[src/rtl/sync_fifo_pkg.sv]
// Shared definitions for the synchronous FIFO: default geometry and an
// address-width helper used by the RTL and by benches.
package sync_fifo_pkg;

   localparam int DEF_DATA_WIDTH = 8;
   localparam int DEF_DATA_DEPTH = 4;

   // Number of bits needed to index 'value' entries (value >= 1).
   function automatic int clog2(input int value);
      int result;
      result = 0;
      for (int i = 0; i < 32; i++) begin
         if ((1 << result) < value) begin
            result = result + 1;
         end
      end
      return result;
   endfunction

endpackage : sync_fifo_pkg

[src/rtl/sync_fifo_if.sv]
// Producer/consumer bundle of the synchronous FIFO.
//
// Handshake: a write is accepted on a rising edge where wren=1 and full=0;
// a read is accepted on a rising edge where rden=1 and empty=0. full/empty
// act as the inverse of "ready"; a request made while its flag is set is
// dropped, not held. Read data appears on dout after the accepting edge and
// stays there until the next accepted read.
interface sync_fifo_if #(
   parameter int DATA_WIDTH = 8
) ();

   logic [DATA_WIDTH-1:0] din;
   logic                  wren;
   logic                  full;
   logic [DATA_WIDTH-1:0] dout;
   logic                  rden;
   logic                  empty;

   // Producer/consumer side: drives requests and write data.
   modport master (
      output din,
      output wren,
      output rden,
      input  full,
      input  dout,
      input  empty
   );

   // FIFO side: consumes requests, drives status and read data.
   modport slave (
      input  din,
      input  wren,
      input  rden,
      output full,
      output dout,
      output empty
   );

endinterface : sync_fifo_if

[src/rtl/sync_fifo_ram.sv]
// DATA_DEPTH x DATA_WIDTH storage with one write port and one registered
// read port. Storage is never cleared; only the read register resets.
module sync_fifo_ram
   import sync_fifo_pkg::*;
#(
   parameter  int DATA_WIDTH = DEF_DATA_WIDTH,
   parameter  int DATA_DEPTH = DEF_DATA_DEPTH,
   localparam int ADDR_W     = clog2(DATA_DEPTH)
) (
   input  logic                  clk,
   input  logic                  rst,
   input  logic                  we_i,
   input  logic [ADDR_W-1:0]     waddr_i,
   input  logic [DATA_WIDTH-1:0] wdata_i,
   input  logic                  re_i,
   input  logic [ADDR_W-1:0]     raddr_i,
   output logic [DATA_WIDTH-1:0] rdata_o
);

   logic [DATA_WIDTH-1:0] mem_q [DATA_DEPTH];
   logic [DATA_WIDTH-1:0] rdata_q;

   // Write port: store the word at the write address when enabled.
   always_ff @(posedge clk) begin
      if (we_i) begin
         mem_q[waddr_i] <= wdata_i;
      end
   end

   // Read port: capture the addressed word; hold it when no read is enabled.
   always_ff @(posedge clk) begin
      if (rst) begin
         rdata_q <= '0;
      end else if (re_i) begin
         rdata_q <= mem_q[raddr_i];
      end
   end

   assign rdata_o = rdata_q;

endmodule : sync_fifo_ram

[src/rtl/sync_fifo.sv]
// Single-clock synchronous FIFO. Pointers carry one extra wrap bit so full
// and empty are told apart without a separate counter.
// Optional feature: define SYNC_FIFO_LEVEL_EN to add the registered
// occupancy output 'level'.
module sync_fifo
   import sync_fifo_pkg::*;
#(
   parameter  int DATA_WIDTH = DEF_DATA_WIDTH,
   parameter  int DATA_DEPTH = DEF_DATA_DEPTH,
   localparam int ADDR_W     = clog2(DATA_DEPTH)
) (
   input  logic          clk,
   input  logic          rst,
   sync_fifo_if.slave    bus
`ifdef SYNC_FIFO_LEVEL_EN
   ,
   output logic [ADDR_W:0] level
`endif
);

   logic [ADDR_W:0]       wr_ptr_q, wr_ptr_d;
   logic [ADDR_W:0]       rd_ptr_q, rd_ptr_d;
   logic                  empty_q, empty_d;
   logic                  full_q, full_d;
   logic                  wr_acc;
   logic                  rd_acc;
   logic [DATA_WIDTH-1:0] rdata;

   // Acceptance uses the registered flags, i.e. the state before the edge.
   always_comb begin
      wr_acc = bus.wren & ~full_q;
      rd_acc = bus.rden & ~empty_q;
   end

   // Next pointers and flags; pointers wrap naturally at 2^(ADDR_W+1).
   always_comb begin
      wr_ptr_d = wr_ptr_q;
      rd_ptr_d = rd_ptr_q;
      if (wr_acc) begin
         wr_ptr_d = wr_ptr_q + 1'b1;
      end
      if (rd_acc) begin
         rd_ptr_d = rd_ptr_q + 1'b1;
      end
      empty_d = (wr_ptr_d == rd_ptr_d);
      full_d  = (wr_ptr_d[ADDR_W-1:0] == rd_ptr_d[ADDR_W-1:0]) &&
                (wr_ptr_d[ADDR_W] != rd_ptr_d[ADDR_W]);
   end

   // Pointer and flag registers; reset discards all contents.
   always_ff @(posedge clk) begin
      if (rst) begin
         wr_ptr_q <= '0;
         rd_ptr_q <= '0;
         empty_q  <= 1'b1;
         full_q   <= 1'b0;
      end else begin
         wr_ptr_q <= wr_ptr_d;
         rd_ptr_q <= rd_ptr_d;
         empty_q  <= empty_d;
         full_q   <= full_d;
      end
   end

`ifdef SYNC_FIFO_LEVEL_EN
   logic [ADDR_W:0] level_q, level_d;

   // Occupancy follows the next pointers so it moves on the same edge.
   always_comb begin
      level_d = wr_ptr_d - rd_ptr_d;
   end

   // Occupancy register.
   always_ff @(posedge clk) begin
      if (rst) begin
         level_q <= '0;
      end else begin
         level_q <= level_d;
      end
   end

   assign level = level_q;
`endif

   sync_fifo_ram #(
      .DATA_WIDTH (DATA_WIDTH),
      .DATA_DEPTH (DATA_DEPTH)
   ) u_ram (
      .clk     (clk),
      .rst     (rst),
      .we_i    (wr_acc),
      .waddr_i (wr_ptr_q[ADDR_W-1:0]),
      .wdata_i (bus.din),
      .re_i    (rd_acc),
      .raddr_i (rd_ptr_q[ADDR_W-1:0]),
      .rdata_o (rdata)
   );

   assign bus.dout  = rdata;
   assign bus.empty = empty_q;
   assign bus.full  = full_q;

endmodule : sync_fifo

[src/flat_wrapper.sv]
// flat-port wrapper written by rule: the top's interface ports become plain ports
module sync_fifo_flat import sync_fifo_pkg::*;
#(
   parameter  int DATA_WIDTH = DEF_DATA_WIDTH,
   parameter  int DATA_DEPTH = DEF_DATA_DEPTH,
   localparam int ADDR_W     = clog2(DATA_DEPTH)
)
  (clk, rst, bus_din, bus_wren, bus_rden, bus_full, bus_dout, bus_empty);
  sync_fifo_if #(.DATA_WIDTH(DATA_WIDTH)) bus_i ();
  input  logic clk;
  input  logic rst;
  input wire logic [$bits(bus_i.din)-1:0] bus_din;
  input wire logic [$bits(bus_i.wren)-1:0] bus_wren;
  input wire logic [$bits(bus_i.rden)-1:0] bus_rden;
  output wire logic [$bits(bus_i.full)-1:0] bus_full;
  output wire logic [$bits(bus_i.dout)-1:0] bus_dout;
  output wire logic [$bits(bus_i.empty)-1:0] bus_empty;
  assign bus_i.din = bus_din;
  assign bus_i.wren = bus_wren;
  assign bus_i.rden = bus_rden;
  assign bus_full = bus_i.full;
  assign bus_dout = bus_i.dout;
  assign bus_empty = bus_i.empty;
  sync_fifo #(.DATA_WIDTH(DATA_WIDTH), .DATA_DEPTH(DATA_DEPTH)) u_core (.clk(clk), .rst(rst), .bus(bus_i));
endmodule
[config.mk]
export PLATFORM = sky130hd
export DESIGN_NAME = sync_fifo_flat
export DESIGN_NICKNAME = d
export VERILOG_FILES = /design/src/rtl/sync_fifo_pkg.sv /design/src/rtl/sync_fifo_if.sv /design/src/rtl/sync_fifo_ram.sv /design/src/rtl/sync_fifo.sv /design/src/flat_wrapper.sv
export SDC_FILE = /design/constraint.sdc
export NUM_CORES = 1
export LEC_CHECK = 0
export CAP_MARGIN = 10
export CORE_UTILIZATION = 39
export DETAILED_ROUTE_END_ITERATION = 10
export DONT_BUFFER_PORTS = 1
export PLACE_DENSITY = 0.53
export SYNTH_ARGS = -nofsm -noshare
export SYNTH_HDL_FRONTEND = slang
export SYNTH_SLANG_ARGS = --single-unit
[constraint.sdc]
create_clock -name clk -period 2.6 [get_ports clk]
set_input_delay 0.39 -clock clk [delete_from_list [all_inputs] [get_ports clk]]
set_output_delay 0.39 -clock clk [all_outputs]
set_load 0.01 [all_outputs]
==> out/metrics.csv <==
stage,metric,value,unit
clock_network,cts_buffer_depth,2,
synthesis,syn_nets,137,
route,drt_iter0_drc,13,
synthesis,yosysMostFrequentCell,edfxtp_1,
floorplan,die_h,71.6,µm
min_path,min_to,u_core.u_ram.rdata_o[6],
synthesis,synth_edf_count,32,
setup_path,required,2.81,ns
synthesis,yosys_warnings,0,
timing,setup_viol,0,
grt,grt_max_degree,17,
timing,worst_pin_slew,0.507,ns
final_layout,drive_gt1_frac,0.163,
pwr,leakage,0.669,nW
floorplan,coreArea,4500,µm²
timing,clock_skew,0.00666,ns
synthesis,yosysUniqueCellTypes,24,
setup_path,crit_path_top_delay_cell,dfxtp_1,
synthesis,synth_top_area_share,0.509,
final_layout,regArea,1280,µm²
final_layout,antenna_cells,0,
route,vias,895,
grt,grt_overflow_total,0,
clock_network,clock_latency,0.29,ns
setup_path,path_class,reg -> reg,
setup_path,path_common_cell,xor2_1,
synthesis,yosys-top-cells-area,"edfxtp_1, dfxtp_1, mux4_2",
route,drt-pass1-iter-count,2,
route,viasPerCell,5.11,
setup_path,r2r-start,u_core.rd_ptr_q[1],
route,wirelength,3040,µm
min_path,holdCritStartpoint,rst,
place,portBuffers,0,
timing,setup_tns,0,ns
timing,post-route-period-util,0.637,
setup_path,worstReg2RegEnd,u_core.bus.full,
pwr,p_per_area,762,nW/µm²
synthesis,yosysTopAreaCell,edfxtp_1,
status,status,completed,
synthesis,synthCells,120,
clock_network,cts_hold_buffers,0,
route,drc,0,
floorplan,die_x,71.6,µm
flow_run,cap_violations,0,
final_layout,multiInputGateArea,541,µm²
final_layout,nFillCells,425,
clock_network,cts-root-buf,clkbuf_8,
clock_network,clk_pin_slew,0.09,ns
floorplan,die_area,5120,µm²
synthesis,async_flop_share,0,
timing,maxSlewViolCount,0,
floorplan,rows,24,
place,gp_congestion,0.671,
grt,grt_antenna_before_repair,0,
timing,fin_crit,1.66,ns
pwr,vdd.ir_drop.worst,0.389,mV
grt,grt_pass1_vias,938,
clock_network,cts_num_sinks,48,
synthesis,avgSynthCellArea,15.7,µm²
setup_path,cp-end-kind,flop,
floorplan,initial_core_util,0.419,
synthesis,syn-cell-area,1890,µm²
setup_path,worstRegToRegCells,5,
clock_network,cts_tree,built,
final_layout,fin_area,2000,µm²
synthesis,yosys-top-cells-count,"edfxtp_1, dfxtp_1, nand2_1",
route,routedWlPerCell,17.3,µm
synthesis,synthFlopType,edfxtp_1,
synthesis,synth_seq_cells,48,
setup_path,start_kind,flop,
min_path,holdPathStages,1,
setup_path,slowest_delay,0.61,ns
setup_path,cp.arrival,1.87,ns
final_layout,nets,139,
clock_network,ctsResizeCount,0,
setup_path,cp_num_buf_inv,0,
timing,rsz0062_at_grt,no,
synthesis,ys_seq_area_frac,0.679,
timing,fmax,0.604,GHz
min_path,min-delay-path-class,in -> reg,
final_layout,syn2layout_area_growth,6.17,%
route,drtAntennaViolNets,0,
setup_path,rrSetupSlack,0.94,ns
timing,max_slew_margin,0.662,
timing,finalHoldViolations,0,
clock_network,h-tree-depth,2,
clock_network,cts_setup_buffers,0,
setup_path,crit_fanout,10,
setup_path,crit_family,flip-flops,
floorplan,ios,22,
grt,grt_use_total,0.129,
setup_path,crit_path_cell_trace,ha_1 > nand3b_1 > xor2_1 > xor2_1 > nor4b_2,
clock_network,cts-buffers-inserted,5,
place,dpl-instance-area,1910,µm²
place,hpwl,2020,µm
grt,grt_pass1_wl,4640,µm
cell usage in the layout, fill, tap and decap left out:
master       n
edfxtp_1    32
nand2_1     16
dfxtp_1     16
mux4_2       8
a21oi_1      8
nor2_1       6
clkbuf_8     6
xor2_1       5
ha_1         5
inv_1        4
and2_1       3
nand3b_1     2
mux2i_1      2
nor2b_2      1
nor2b_4      1
or2b_1       1
xnor2_2      1
xnor2_1      1
nor4b_2      1
o31ai_1      1
clkbuf_1     1
clkinvlp_4   1
buf_4        1
layout make-up:
class	instances	area share
Sequential cell	48	0.640
Clock inverter	1	0.00375
Inverter	4	0.00750
Timing Repair Buffer	1	0.00375
Multi-Input combinational cell	62	0.270
Tap cell	52	0.0325
Clock buffer	7	0.0431
state kept, by name (all words and copies together), names as in the netlist:
name,cells
u_core.u_ram.rdata_o,8
u_core.rd_ptr_q,3
u_core.wr_ptr_q,3
u_core.bus.empty,1
u_core.u_ram.mem_q,32
u_core.bus.full,1
cell families after synthesis:
group | share of synthesized area
AO/OA/AOI/OAI | 0.0252
AND/OR/NAND/NOR | 0.0855
buffers and inverters | 0.0345
XOR/XNOR | 0.0365
multiplexers | 0.106
flip-flops | 0.679
adder cells (fa/ha/maj) | 0.0332
per-stage QoR:
stage / setup slack, ns / hold slack [ns] / util / cells / power [W]
6_report: 0.944 / 0.156 / 0.445 / 175 / 0.00153
5_1_grt: 0.768 / 0.135 / 0.445 / 175 / 0.00159
4_1_cts: 0.899 / 0.146 / 0.445 / 175 / 0.00154
3_5_place_dp: 0.937 / 0.463 / 0.424 / 167 / 0.00110
3_3_place_gp: 1.02 / 0.461 / 0.424 / 167 / 0.00109
2_1_floorplan: 1.26 / 0.481 / - / 120 / 0.00107
routing by layer:
metal,global-route usage,up-vias,wire [µm]
li1,-,429,-
met1,0.151,435,1300
met2,0.205,25,1480
met3,0.0534,6,182
met4,0.0632,0,72
met5,0,-,0
where the power goes:
part,internal [W],switching [W],leakage (nW)
combinational,0.0000829,0.0000910,0.200
clock,0.000216,0.000231,0.0445
sequential,0.000866,0.0000388,0.424
total,0.00116,0.000361,0.669
how the worst max path moves through the flow:
stage | startpoint | end | slack, ns | depth (start not counted)
final | u_core.rd_ptr_q[1] | u_core.bus.full | 0.94 | 5
after global routing | u_core.rd_ptr_q[1] | u_core.bus.full | 0.77 | 5
after CTS | u_core.rd_ptr_q[1] | u_core.bus.full | 0.90 | 5
after detailed placement | u_core.rd_ptr_q[1] | u_core.bus.full | 0.94 | 5
after global placement | u_core.rd_ptr_q[1] | u_core.bus.full | 1.02 | 5
after floorplan | u_core.wr_ptr_q[0] | u_core.bus.empty | 1.26 | 5
Note: power is estimated with default switching activity, not from simulation.
